===== src/rtl/biu_constants_pkg.sv =====
// rtl/biu_constants_pkg.sv - bus interface unit access sizes and cache line commands
package biu_constants_pkg;

    typedef enum logic [2:0] {
        BYTE  = 3'b000,
        HWORD = 3'b001,
        WORD  = 3'b010,
        DWORD = 3'b011,
        QWORD = 3'b100
    } biu_size_t;

    // Whole-line commands issued to the BIU by the cache controller
    typedef enum logic [1:0] {
        NOP      = 2'd0,
        READWAY  = 2'd1,
        WRITEWAY = 2'd2
    } biucmd_t;

endpackage


===== src/rtl/riscv_cache_pkg.sv =====
// rtl/riscv_cache_pkg.sv - data cache controller state type and byte-enable helper
package riscv_cache_pkg;
    import biu_constants_pkg::*;

    typedef enum logic [2:0] {
        ARMED,
        FLUSH,
        NONCACHEABLE,
        EVICT,
        FILL,
        RECOVER
    } state_t;

    // Byte enables of an access within one XLEN word. On a 32-bit core only
    // adr[1:0] selects the byte lane; adr[2] belongs to the word index.
    function automatic logic [7:0] size2be(input biu_size_t size,
                                           input logic [2:0]  adr,
                                           input logic        xlen64);
        logic [7:0] mask;
        logic [2:0] off;
        off = xlen64 ? adr : {1'b0, adr[1:0]};
        case (size)
            BYTE:    mask = 8'h01;
            HWORD:   mask = 8'h03;
            WORD:    mask = 8'h0f;
            default: mask = 8'hff;
        endcase
        return mask << off;
    endfunction

endpackage


===== src/rtl/riscv_cache_nc_cnt.sv =====
// rtl/riscv_cache_nc_cnt.sv - outstanding non-cacheable transfer counter and drop flag
//
// Ports:
//   clk_i, rst_ni  clock, synchronous active-low reset
//   inc_i          a non-cacheable request was accepted this cycle
//   dec_i          a non-cacheable transfer completed (ack or error) this cycle
//   drop_set_i     pipe flushed: responses still in flight must be discarded
//   drop_clr_i     nothing left in flight and no new request: stop discarding
//   cnt_o          transfers in flight, saturating at 0 and DEPTH
//   drop_o         discard responses
module riscv_cache_nc_cnt #(
    parameter int DEPTH = 2,
    parameter int CNT_W = $clog2(DEPTH + 1)
) (
    input  logic             clk_i,
    input  logic             rst_ni,
    input  logic             inc_i,
    input  logic             dec_i,
    input  logic             drop_set_i,
    input  logic             drop_clr_i,
    output logic [CNT_W-1:0] cnt_o,
    output logic             drop_o
);

    always_ff @(posedge clk_i) begin
        if (!rst_ni) begin
            cnt_o <= '0;
        end else if (inc_i && !dec_i && (cnt_o < CNT_W'(DEPTH))) begin
            cnt_o <= cnt_o + 1'b1;
        end else if (dec_i && !inc_i && (cnt_o != '0)) begin
            cnt_o <= cnt_o - 1'b1;
        end
    end

    // Clear wins: a flush seen when nothing is in flight has nothing to drop
    always_ff @(posedge clk_i) begin
        if (!rst_ni) begin
            drop_o <= 1'b0;
        end else if (drop_clr_i) begin
            drop_o <= 1'b0;
        end else if (drop_set_i) begin
            drop_o <= 1'b1;
        end
    end

endmodule


===== src/rtl/riscv_dcache_hit.sv =====
// rtl/riscv_dcache_hit.sv - data cache hit/miss controller with non-cacheable path
//
// Ports:
//   clk_i, rst_ni                 clock, synchronous active-low reset
//   flush_i                       pipeline flush
//   cacheflush_req_i              write back and invalidate the whole cache
//   dcflush_rdy_i / flushing_o    cache flush done / in progress
//   req_i, we_i, adr_i, size_i, d_i  pipeline access
//   cacheable_i, cache_hit_i, victim_dirty_i, cache_line_i  tag/data lookup results
//   stall_o, q_o, ack_o, err_o    pipeline response
//   biucmd_o, biucmd_ack_i        line eviction/fill command to the BIU
//   nc_req_o, biu_stb_ack_i, biu_ack_i, biu_err_i, biu_q_i  non-cacheable bus access
//   line_be_o                     store-hit byte enables into the line, zero = no write
module riscv_dcache_hit
    import biu_constants_pkg::*;
    import riscv_cache_pkg::*;
#(
    parameter int XLEN           = 32,
    parameter int PLEN           = XLEN == 32 ? 34 : 56,
    parameter int BLOCK_SIZE     = XLEN,
    parameter int INFLIGHT_DEPTH = 2
) (
    input  logic                    clk_i,
    input  logic                    rst_ni,
    input  logic                    flush_i,
    input  logic                    cacheflush_req_i,
    input  logic                    dcflush_rdy_i,
    output logic                    flushing_o,
    input  logic                    req_i,
    input  logic                    we_i,
    input  logic [PLEN-1:0]         adr_i,
    input  biu_size_t               size_i,
    input  logic [XLEN-1:0]         d_i,
    input  logic                    cacheable_i,
    input  logic                    cache_hit_i,
    input  logic                    victim_dirty_i,
    input  logic [BLOCK_SIZE-1:0]   cache_line_i,
    output logic                    stall_o,
    output logic [XLEN-1:0]         q_o,
    output logic                    ack_o,
    output logic                    err_o,
    output biucmd_t                 biucmd_o,
    input  logic                    biucmd_ack_i,
    output logic                    nc_req_o,
    input  logic                    biu_stb_ack_i,
    input  logic                    biu_ack_i,
    input  logic                    biu_err_i,
    input  logic [XLEN-1:0]         biu_q_i,
    output logic [BLOCK_SIZE/8-1:0] line_be_o
);

    localparam int XB        = XLEN / 8;
    localparam int XB_LOG    = $clog2(XB);
    localparam int BLK_BYTES = BLOCK_SIZE / 8;
    localparam int WORDS     = BLOCK_SIZE / XLEN;
    localparam int WIDX      = WORDS > 1 ? $clog2(WORDS) : 1;
    localparam int CNT_W     = $clog2(INFLIGHT_DEPTH + 1);

    state_t               state_q, state_d;
    biucmd_t              biucmd_q, biucmd_d;
    logic                 cf_latch_q;
    logic                 cf_pend;
    logic [CNT_W-1:0]     nc_cnt;
    logic                 nc_drop;

    logic [PLEN-1:0]      adr_sh;
    logic [WIDX-1:0]      word_idx;
    logic [XLEN-1:0]      hit_word;
    logic [7:0]           be8;
    logic [XB-1:0]        be_word;
    logic [BLK_BYTES-1:0] be_line;
    logic                 hit_ok;
    logic                 nc_ok;

    logic                 stall_c, ack_c, err_c, nc_req_c, flushing_c;
    logic [BLK_BYTES-1:0] line_be_c;
    logic [XLEN-1:0]      q_c;

    // Store data is replicated across the line by the data array itself;
    // only the byte enables are produced here.
    logic                 unused_bits;
    assign unused_bits = ^{d_i, adr_i, be8};

    // Word within the line addressed by the access (0 when the line is one word)
    assign adr_sh   = adr_i >> XB_LOG;
    assign word_idx = adr_sh[WIDX-1:0] & WIDX'(WORDS - 1);
    assign hit_word = XLEN'(cache_line_i >> (XLEN * word_idx));

    assign be8     = size2be(size_i, adr_i[2:0], XLEN == 64);
    assign be_word = be8[XB-1:0];
    assign be_line = BLK_BYTES'(be_word) << (XB * word_idx);

    // A cache flush request wins over everything in ARMED, so a hit arriving
    // together with it is not acknowledged and no new bus transfer starts.
    assign cf_pend = cacheflush_req_i | cf_latch_q;
    assign hit_ok  = req_i & cacheable_i & cache_hit_i & ~flush_i & ~cf_pend;
    assign nc_ok   = req_i & ~cacheable_i & ~flush_i & (nc_cnt < CNT_W'(INFLIGHT_DEPTH));

    always_comb begin
        state_d    = state_q;
        biucmd_d   = NOP;
        stall_c    = 1'b0;
        ack_c      = 1'b0;
        err_c      = 1'b0;
        nc_req_c   = 1'b0;
        flushing_c = 1'b0;
        line_be_c  = '0;
        q_c        = hit_word;

        case (state_q)
            ARMED: begin
                nc_req_c = nc_ok & ~cf_pend;
                stall_c  = req_i & (cacheable_i ? ~cache_hit_i : ~biu_stb_ack_i);
                if (hit_ok) begin
                    ack_c = 1'b1;
                    if (we_i) line_be_c = be_line;
                end
                if (cf_pend) begin
                    state_d = FLUSH;
                end else if (flush_i) begin
                    state_d = ARMED;
                end else if (req_i && !cacheable_i) begin
                    state_d = NONCACHEABLE;
                end else if (req_i && !cache_hit_i) begin
                    if (victim_dirty_i) begin
                        state_d  = EVICT;
                        biucmd_d = WRITEWAY;
                    end else begin
                        state_d  = FILL;
                        biucmd_d = READWAY;
                    end
                end
            end

            NONCACHEABLE: begin
                nc_req_c = nc_ok;
                ack_c    = biu_ack_i & ~nc_drop;
                err_c    = biu_err_i & ~nc_drop;
                q_c      = biu_q_i;
                stall_c  = (req_i & ~ack_c) | (nc_cnt != '0);
                if ((nc_cnt == '0) && !nc_ok) state_d = ARMED;
            end

            EVICT: begin
                stall_c = 1'b1;
                err_c   = biu_err_i;
                if (biu_err_i) begin
                    state_d = RECOVER;
                end else if (biucmd_ack_i) begin
                    state_d  = FILL;
                    biucmd_d = READWAY;
                end
            end

            FILL: begin
                stall_c = 1'b1;
                err_c   = biu_err_i;
                if (biu_err_i || biucmd_ack_i) state_d = RECOVER;
            end

            FLUSH: begin
                stall_c    = 1'b1;
                flushing_c = 1'b1;
                if (dcflush_rdy_i) state_d = RECOVER;
            end

            RECOVER: begin
                // Freshly filled line: a hit can complete while settling
                stall_c = ~(req_i & cache_hit_i);
                if (hit_ok) begin
                    ack_c = 1'b1;
                    if (we_i) line_be_c = be_line;
                end
                state_d = ARMED;
            end

            default: state_d = ARMED;
        endcase
    end

    always_ff @(posedge clk_i) begin
        if (!rst_ni) begin
            state_q  <= ARMED;
            biucmd_q <= NOP;
        end else begin
            state_q  <= state_d;
            biucmd_q <= biucmd_d;
        end
    end

    // Remember a flush request that arrives while busy until FLUSH is entered
    always_ff @(posedge clk_i) begin
        if (!rst_ni) begin
            cf_latch_q <= 1'b0;
        end else if ((state_q == ARMED) && cf_pend) begin
            cf_latch_q <= 1'b0;
        end else if (cacheflush_req_i && (state_q != FLUSH)) begin
            cf_latch_q <= 1'b1;
        end
    end

    riscv_cache_nc_cnt #(
        .DEPTH (INFLIGHT_DEPTH),
        .CNT_W (CNT_W)
    ) u_nc_cnt (
        .clk_i      (clk_i),
        .rst_ni     (rst_ni),
        .inc_i      (nc_req_o & biu_stb_ack_i),
        .dec_i      (biu_ack_i | biu_err_i),
        .drop_set_i ((state_q == NONCACHEABLE) & flush_i),
        .drop_clr_i ((state_q == NONCACHEABLE) & (nc_cnt == '0) & ~nc_req_c),
        .cnt_o      (nc_cnt),
        .drop_o     (nc_drop)
    );

    // Control outputs are held quiet while reset is asserted
    assign stall_o    = rst_ni & stall_c;
    assign ack_o      = rst_ni & ack_c;
    assign err_o      = rst_ni & err_c;
    assign nc_req_o   = rst_ni & nc_req_c;
    assign flushing_o = rst_ni & flushing_c;
    assign line_be_o  = rst_ni ? line_be_c : '0;
    assign q_o        = q_c;
    assign biucmd_o   = biucmd_q;

endmodule


===== config.mk =====
export PLATFORM = sky130hd
export DESIGN_NAME = riscv_dcache_hit
export DESIGN_NICKNAME = d
export VERILOG_FILES = /design/src/rtl/biu_constants_pkg.sv /design/src/rtl/riscv_cache_pkg.sv /design/src/rtl/riscv_cache_nc_cnt.sv /design/src/rtl/riscv_dcache_hit.sv
export SDC_FILE = /design/constraint.sdc
export NUM_CORES = 1
export LEC_CHECK = 0
export ABC_AREA = 0
export BUFFER_PORTS_ARGS = -buffer_cell sky130_fd_sc_hd__buf_2
export CORE_AREA = 2 2 74 76
export CTS_CLUSTER_SIZE = 25
export DETAILED_ROUTE_END_ITERATION = 7
export DIE_AREA = 0 0 76 78
export PLACE_DENSITY = 0.77
export SLEW_MARGIN = 20
export SYNTH_ARGS = -nofsm -noshare
export SYNTH_HDL_FRONTEND = slang
export SYNTH_SLANG_ARGS = --single-unit

===== constraint.sdc =====
create_clock -name clk_i -period 4 [get_ports clk_i]
set_clock_uncertainty 0.15 [all_clocks]
set_input_delay 0.6 -clock clk_i [delete_from_list [all_inputs] [get_ports clk_i]]
set_output_delay 0.6 -clock clk_i [all_outputs]
set_load 0.01 [all_outputs]

==> results of run 1 <==
kinds of logic after synthesis:
| logic type | after synthesis | share of synthesized area, % |
|---|---|---|
| xor+xnor | 2 | 1.46 |
| flops | 9 | 15.0 |
| simple gates | 148 | 59.1 |
| compound gates | 29 | 17.5 |
| mux | 2 | 1.66 |
| buf+inv | 16 | 5.30 |
power by group through the flow:
stage / logic, W / registers, W / clock network, W
after global routing: 0.000331 / 0.000163 / 0.000111
after global placement: 0.000290 / 0.000154 / 0
after CTS: 0.000297 / 0.000156 / 0.000106
after floorplan: 0.000227 / 0.000109 / 0
final: 0.000296 / 0.000157 / 0.000106
after detailed placement: 0.000294 / 0.000158 / 0
cell usage after synthesis, types with 2 or more instances:
master                      count  area share, %
sky130_fd_sc_hd__nand2_1      105             33
sky130_fd_sc_hd__clkbuf_1      11            3.4
sky130_fd_sc_hd__dfxtp_1        9             15
sky130_fd_sc_hd__a21oi_1        8            3.3
sky130_fd_sc_hd__nor2_1         7            2.2
sky130_fd_sc_hd__nand2b_1       5            2.6
sky130_fd_sc_hd__o21ai_0        5            2.1
sky130_fd_sc_hd__nor3_1         4            1.7
sky130_fd_sc_hd__nor3b_1        4            2.5
sky130_fd_sc_hd__buf_2          3            1.2
sky130_fd_sc_hd__o31ai_1        3            1.9
sky130_fd_sc_hd__a2111oi_2      2            2.5
sky130_fd_sc_hd__a221oi_1       2            1.5
sky130_fd_sc_hd__inv_1          2           0.62
sky130_fd_sc_hd__mux2i_1        2            1.7
sky130_fd_sc_hd__nand3_1        2           0.83
sky130_fd_sc_hd__nand3b_1       2            1.2
sky130_fd_sc_hd__nor2b_1        2            1.0
sky130_fd_sc_hd__nor4_1         2            1.0
sky130_fd_sc_hd__nor4b_1        2            1.5
sky130_fd_sc_hd__o21a_1         2            1.2
layout by cell type (no fill, tap or decap), types with 2 or more instances in the layout:
cell | netlist | layout
sky130_fd_sc_hd__nand3_1 | 2 | 2
sky130_fd_sc_hd__nand2_1 | 105 | 105
sky130_fd_sc_hd__nor4b_1 | 2 | 2
sky130_fd_sc_hd__o21a_1 | 2 | 2
sky130_fd_sc_hd__o31ai_1 | 3 | 3
sky130_fd_sc_hd__o21ai_0 | 5 | 5
sky130_fd_sc_hd__a221oi_1 | 2 | 2
sky130_fd_sc_hd__a2111oi_2 | 2 | 2
sky130_fd_sc_hd__nor3b_1 | 4 | 3
sky130_fd_sc_hd__nor3_1 | 4 | 4
sky130_fd_sc_hd__nor4_1 | 2 | 2
sky130_fd_sc_hd__nor2b_1 | 2 | 2
sky130_fd_sc_hd__buf_2 | 3 | 125
sky130_fd_sc_hd__nand2b_1 | 5 | 5
sky130_fd_sc_hd__dfxtp_1 | 9 | 9
sky130_fd_sc_hd__buf_4 | 0 | 2
sky130_fd_sc_hd__a21oi_1 | 8 | 8
sky130_fd_sc_hd__mux2i_1 | 2 | 2
sky130_fd_sc_hd__clkbuf_8 | 0 | 3
sky130_fd_sc_hd__inv_1 | 2 | 2
sky130_fd_sc_hd__nor2_1 | 7 | 7
sky130_fd_sc_hd__nand3b_1 | 2 | 2
critical path: stages, from the launching register on:
cell	delay, ns
sky130_fd_sc_hd__dfxtp_1	0.51
sky130_fd_sc_hd__or4_4	0.67
sky130_fd_sc_hd__nor4_4	0.35
sky130_fd_sc_hd__nand3_2	0.15
sky130_fd_sc_hd__a211oi_2	0.21
sky130_fd_sc_hd__buf_2	0.16
worst max path at each step:
stage / from / endpoint / depth (start not counted) / slack, ns
after floorplan: flush_i / line_be_o[0] / 4 / 1.39
after detailed placement: flush_i / line_be_o[2] / 6 / 1.10
after global placement: flush_i / line_be_o[2] / 6 / 1.12
final: state_q[1]$_SDFFE_PN0P_ / line_be_o[2] / 5 / 0.96
after global routing: state_q[2]$_SDFFE_PN0P_ / q_o[22] / 6 / 0.73
after CTS: state_q[2]$_SDFFE_PN0P_ / q_o[22] / 6 / 0.95
through the flow:
stage	hold WS [ns]	instance area (µm²)	setup slack, ns	cells
after floorplan	0.321	1200	1.39	206
after global placement	0.338	1880	1.12	389
after detailed placement	0.349	1880	1.10	389
after CTS	0.355	1930	0.955	393
after global routing	0.398	1930	0.733	393
final	0.349	1930	0.959	393
area by class of cell:
cell class,count,area share (%)
clock buffer,4,2.34
inverter,2,0.390
multi-input combinational,181,50.1
sequential,9,9.36
tap,70,4.55
timing repair buffer,127,33.3
metal layers:
metal | routed length [µm] | track usage (%) | vias to the layer above
met5 | 0 | 0 | -
met4 | 46 | 4.18 | 0
met3 | 260 | 0.930 | 5
met2 | 2260 | 27.9 | 70
met1 | 2000 | 19.1 | 802
li1 | - | - | 926
flip-flops by register name, indices dropped and copies added (netlist names):
register / cells
u_nc_cnt.drop_o: 1
state_q: 3
biucmd_o: 2
u_nc_cnt.cnt_o: 2
cf_latch_q: 1
==> impl_metrics.toml, run 1 <==
[clock_tree]
cts.hold.buffers_added = 0
cts_tree = "yes"
cts_made_buffers = 3
cts_max_path_buffers = 2
cts_setup_buffers = 0
clock_tree_sinks = 9
cell_at_the_root_of_the_clock_tree = "sky130_fd_sc_hd__clkbuf_8"
ctsResizeCount = 0
clkSlewWorstSetupHoldPaths_ns = 0.05
clk_lat_worst_skew_ns = 0.24
clock_tree.htree_level_count = 1

[flow_run]
cap_viol_max_count = 0

[sta]
report.final.setup_viol = 0
report.final.slew_viol_count = 0
fmax_mhz = 329
max_slew.worst_pin.slew_ns = 0.647
unrepaired_setup_endpoints_after_global_routing = "no"
min_period_ns = 3.04
timing.final.crit_share_pct = 76.0
fin_setup_tns_ns = 0
hold_violations = 0
timing.max_slew.rel_slack_pct = 56.8

[power_and_ir_drop]
combPwrFrac_pct = 52.9
total_power_w = 0.000560
power.switching_fraction_pct = 44.4
leakage_nw = 1.05
power-per-cell-area_nw_per_um2 = 291
power.internal_w = 0.000311
irDropWorstVdd_uv = 155
power.sequential.fraction_pct = 28.1
total_switching_power_w = 0.000249
portion_of_total_power_attributed_to_the_clock_network_pct = 19.0

[logic_synthesis]
syn-instance-count = 206
synth.yosys.seq_area_share_pct = 15.0
synth_enable_flop_cells = 0
yosysWarningCount = 0
yosys_most_used_dff = "sky130_fd_sc_hd__dfxtp_1"
yosys.cell_types.count = 43
mean_post_synth_cell_area_um2 = 5.84
synthesized_flop_and_latch_total = 9
async_set_or_reset_register_ratio_after_synthesis_pct = 0
mappedNetlistArea_um2 = 1200
postSynthNetCount = 353

[floorplanning]
placementRows = 26
fp.dieH_um = 78
fp.dieW_um = 76
core_um2 = 5040
io_pins = 190
initial_utilization_pct = 23.9
dieArea_um2 = 5930

[cells_and_area]
seq_area_um2 = 180
area_of_combinational_cells_with_multiple_inputs_um2 = 965
final_stage_net_count = 471
synthToLayoutAreaGrowth_pct = 60.0
diodes = 0
final_layout_size_suffix_gt1_share_pct = 44.3
fillers = 566
final_core_utilization_pct = 38.2

[global_routing]
grt_pass1_vias = 1670
antenna_found_initial = 0
grtUsageTotal_pct = 15.2
grt_max_degree = 35
global_route_wire_length_before_repair_um = 7600
gr-total-overflow = 0

[worst_hold_path]
worst_hold_startpoint = "cf_latch_q$_SDFFE_PP0P_"
hp-class = "flip-flop to flip-flop"
hold_path_end = "cf_latch_q$_SDFFE_PP0P_"
min_delay_path_depth = 2

[route]
drcViolationCount = 0
wire_per_inst_um = 11.6
drt_pass1_iterations = 4
drt_iter0_drc = 48
dr_vias = 1803
total_routed_length_um = 4570
detail_route.vias_per_cell = 4.59
detail-route-antenna-nets = 0

[setup_path]
cp-start-kind = "flip-flop"
worst_ep_required_time_ns = 3.25
r2r-end = "u_nc_cnt.drop_o$_SDFFE_PP0P_"
path_class = "flip-flop to output port"
cp_data_arrival_time_ns = 2.29
worst-r2r-cell-count = 4
critPathCaptureType = "output port"
regToRegStartpoint = "state_q[1]$_SDFFE_PN0P_"
crit_fanout = 20
reg2reg_slack_ns = 1.76

[place]
port-buffer-count = 125
finalWeightedCongestion = 0.778
dp_hpwl_um = 3510

[run_status]
status = "complete, no violations"
Note: power is estimated with default switching activity, not from simulation.
==> inputs of run 2 (changes only) <==
- PLACE_DENSITY: 0.77 -> 0.79
- clock period: 4 -> 2.7 ns (I/O delays scaled with it)
==> run 2 against run 1 <==
  * Non-clock buffer count increased by 3
  * Clock power grew 50%
  * Total power grew 51%
  * Die area did not move
  * Sequential share of layout area shrank 0.11 points
  * Sequential cell count stayed put
  * Combinational power grew 67%
  * Sequential power increased by 24%
  * Critical path type unchanged
  * Worst hold slack worse by 0.034 ns
  * Critical endpoint unchanged
  * Highest routed layer unchanged
  * Count of clock-buffer cells in the layout stayed put
  * Final cell count up 0.76%
  * Register-to-register slack got worse by 1.0 ns
==> impl_metrics.toml, run 2 (synthesized netlist as in run 1, its figures left out) <==
[setup_path]
cp_data_arrival_time_ns = 2.03
total_number_of_cells_along_the_worst_setup_path = 5
critical_path_buf_inv_count = 1
cp_slowest_cell = "sky130_fd_sc_hd__or4_4"
cp-start-kind = "flip-flop"
worst-r2r-cell-count = 4
worstPathCellList = "or4_4, nor4_4, nand3_2, a211oi_2, buf_2"
path_class = "flip-flop to output port"
slowest_delay_ns = 0.60
timing.critical_path.max_delay_family = "simple AND/OR/NAND/NOR gates"
critPathCaptureType = "output port"
worst_ep_required_time_ns = 2.14
crit_fanout = 4

[cells_and_area]
final_layout_size_suffix_gt1_share_pct = 44.8
regMostFlops = "state_q"
most-common-layout-cells = "sky130_fd_sc_hd__buf_2, sky130_fd_sc_hd__nand2_1, sky130_fd_sc_hd__dfxtp_1, sky130_fd_sc_hd__a21oi_1, sky130_fd_sc_hd__nor2_1"
diodes = 0
synthToLayoutAreaGrowth_pct = 61.9
final_stage_net_count = 474
final_design_area_no_fill_um2 = 1950
layout_commonest_cell = "sky130_fd_sc_hd__buf_2"
largest_reg_flops = 3

[floorplanning]
fp.dieH_um = 78
io_pins = 190
fp.dieW_um = 76
initial_utilization_pct = 23.9
placementRows = 26
dieArea_um2 = 5930
core_um2 = 5040

[place]
port-buffer-count = 125
finalWeightedCongestion = 0.817
dp_hpwl_um = 3470
post_dp_cell_area_um2 = 1900

[route]
drt_iter0_drc = 92
total_routed_length_um = 4440
drt_pass1_iterations = 4
wire_per_inst_um = 11.2
detail-route-antenna-nets = 0
detail_route.vias_per_cell = 4.65
dr_vias = 1840
drcViolationCount = 0

[clock_tree]
clock_tree.htree_level_count = 1
clk_lat_worst_skew_ns = 0.24
cts_tree = "yes"
clock_tree_sinks = 9
cts_made_buffers = 3
cts_setup_buffers = 0
clkSlewWorstSetupHoldPaths_ns = 0.05
cts_max_path_buffers = 2
ctsResizeCount = 0
cts.hold.buffers_added = 0
cell_at_the_root_of_the_clock_tree = "sky130_fd_sc_hd__clkbuf_8"

[power_and_ir_drop]
power-per-cell-area_nw_per_um2 = 435
total_power_w = 0.000847
leakage_nw = 1.07
irDropWorstVdd_uv = 173

[sta]
report.final.setup_viol = 0
min_period_ns = 2.58
hold_violations = 0
fin_setup_tns_ns = 0
report.final.slew_viol_count = 0
max_slew.worst_pin.slew_ns = 0.503
timing.final.crit_share_pct = 95.7
fmax_mhz = 387
fin_worst_hold_slack_ns = 0.315
timing.max_slew.rel_slack_pct = 65.6
unrepaired_setup_endpoints_after_global_routing = "no"

[global_routing]
gr-total-overflow = 0
grt_max_degree = 35
grt_pass1_vias = 1839
grtUsageTotal_pct = 15.1
antenna_found_initial = 0
global_route_wire_length_before_repair_um = 7630

[worst_hold_path]
min_delay_path_depth = 3
hp-class = "primary input to flip-flop"

[run_status]
status = "complete, no violations"

[flow_run]
cap_viol_max_count = 0
-- run 2: changes by cell type in the layout (fill, tap and decap cells not counted) --
cell | previous run | this run
sky130_fd_sc_hd__buf_4 | 2 | 5
-- run 2: tightest hold or removal path: stages --
cell	delay, ns
sky130_fd_sc_hd__buf_2	0.12
sky130_fd_sc_hd__o21ai_0	0.07
sky130_fd_sc_hd__a21oi_1	0.06
-- run 2: final cells by class --
cell class,instances,area (µm²)
tap,70,87.6
timing repair buffer,130,663
clock buffer,4,45.0
multi-input combinational,181,965
sequential,9,180
inverter,2,7.51
fill,532,3090
-- run 2: path summary, 6_finish.rpt --
kind / slack [ns] / from / end
max: 0.12 / cf_latch_q$_SDFFE_PP0P_ / line_be_o[2]
min: 0.31 / cacheflush_req_i / cf_latch_q$_SDFFE_PP0P_
max reg2reg: 0.74 / cf_latch_q$_SDFFE_PP0P_ / state_q[1]$_SDFFE_PN0P_
min reg2reg: 0.35 / cf_latch_q$_SDFFE_PP0P_ / cf_latch_q$_SDFFE_PP0P_
-- run 2: power by group --
| part | internal [W] | switching, W |
|---|---|---|
| Sequential | 0.000153 | 0.0000410 |
| Combinational | 0.000223 | 0.000272 |
| Clock | 0.000103 | 0.0000554 |
-- run 2: stage by stage --
step	cells	util [%]	setup WS (ns)
floorplan	206	-	0.480
global placement	392	37.7	0.213
detailed placement	392	37.7	0.199
CTS	396	38.6	0.0992
global route	396	38.6	0.00368
finish	396	38.6	0.115
-- run 2: routing by layer --
metal	vias up	track usage [%]	wire [µm]
met5	-	0	0
met4	0	5.27	44
met3	5	1.98	314
met2	84	28.7	2200
met1	816	17.2	1880
li1	935	-	-
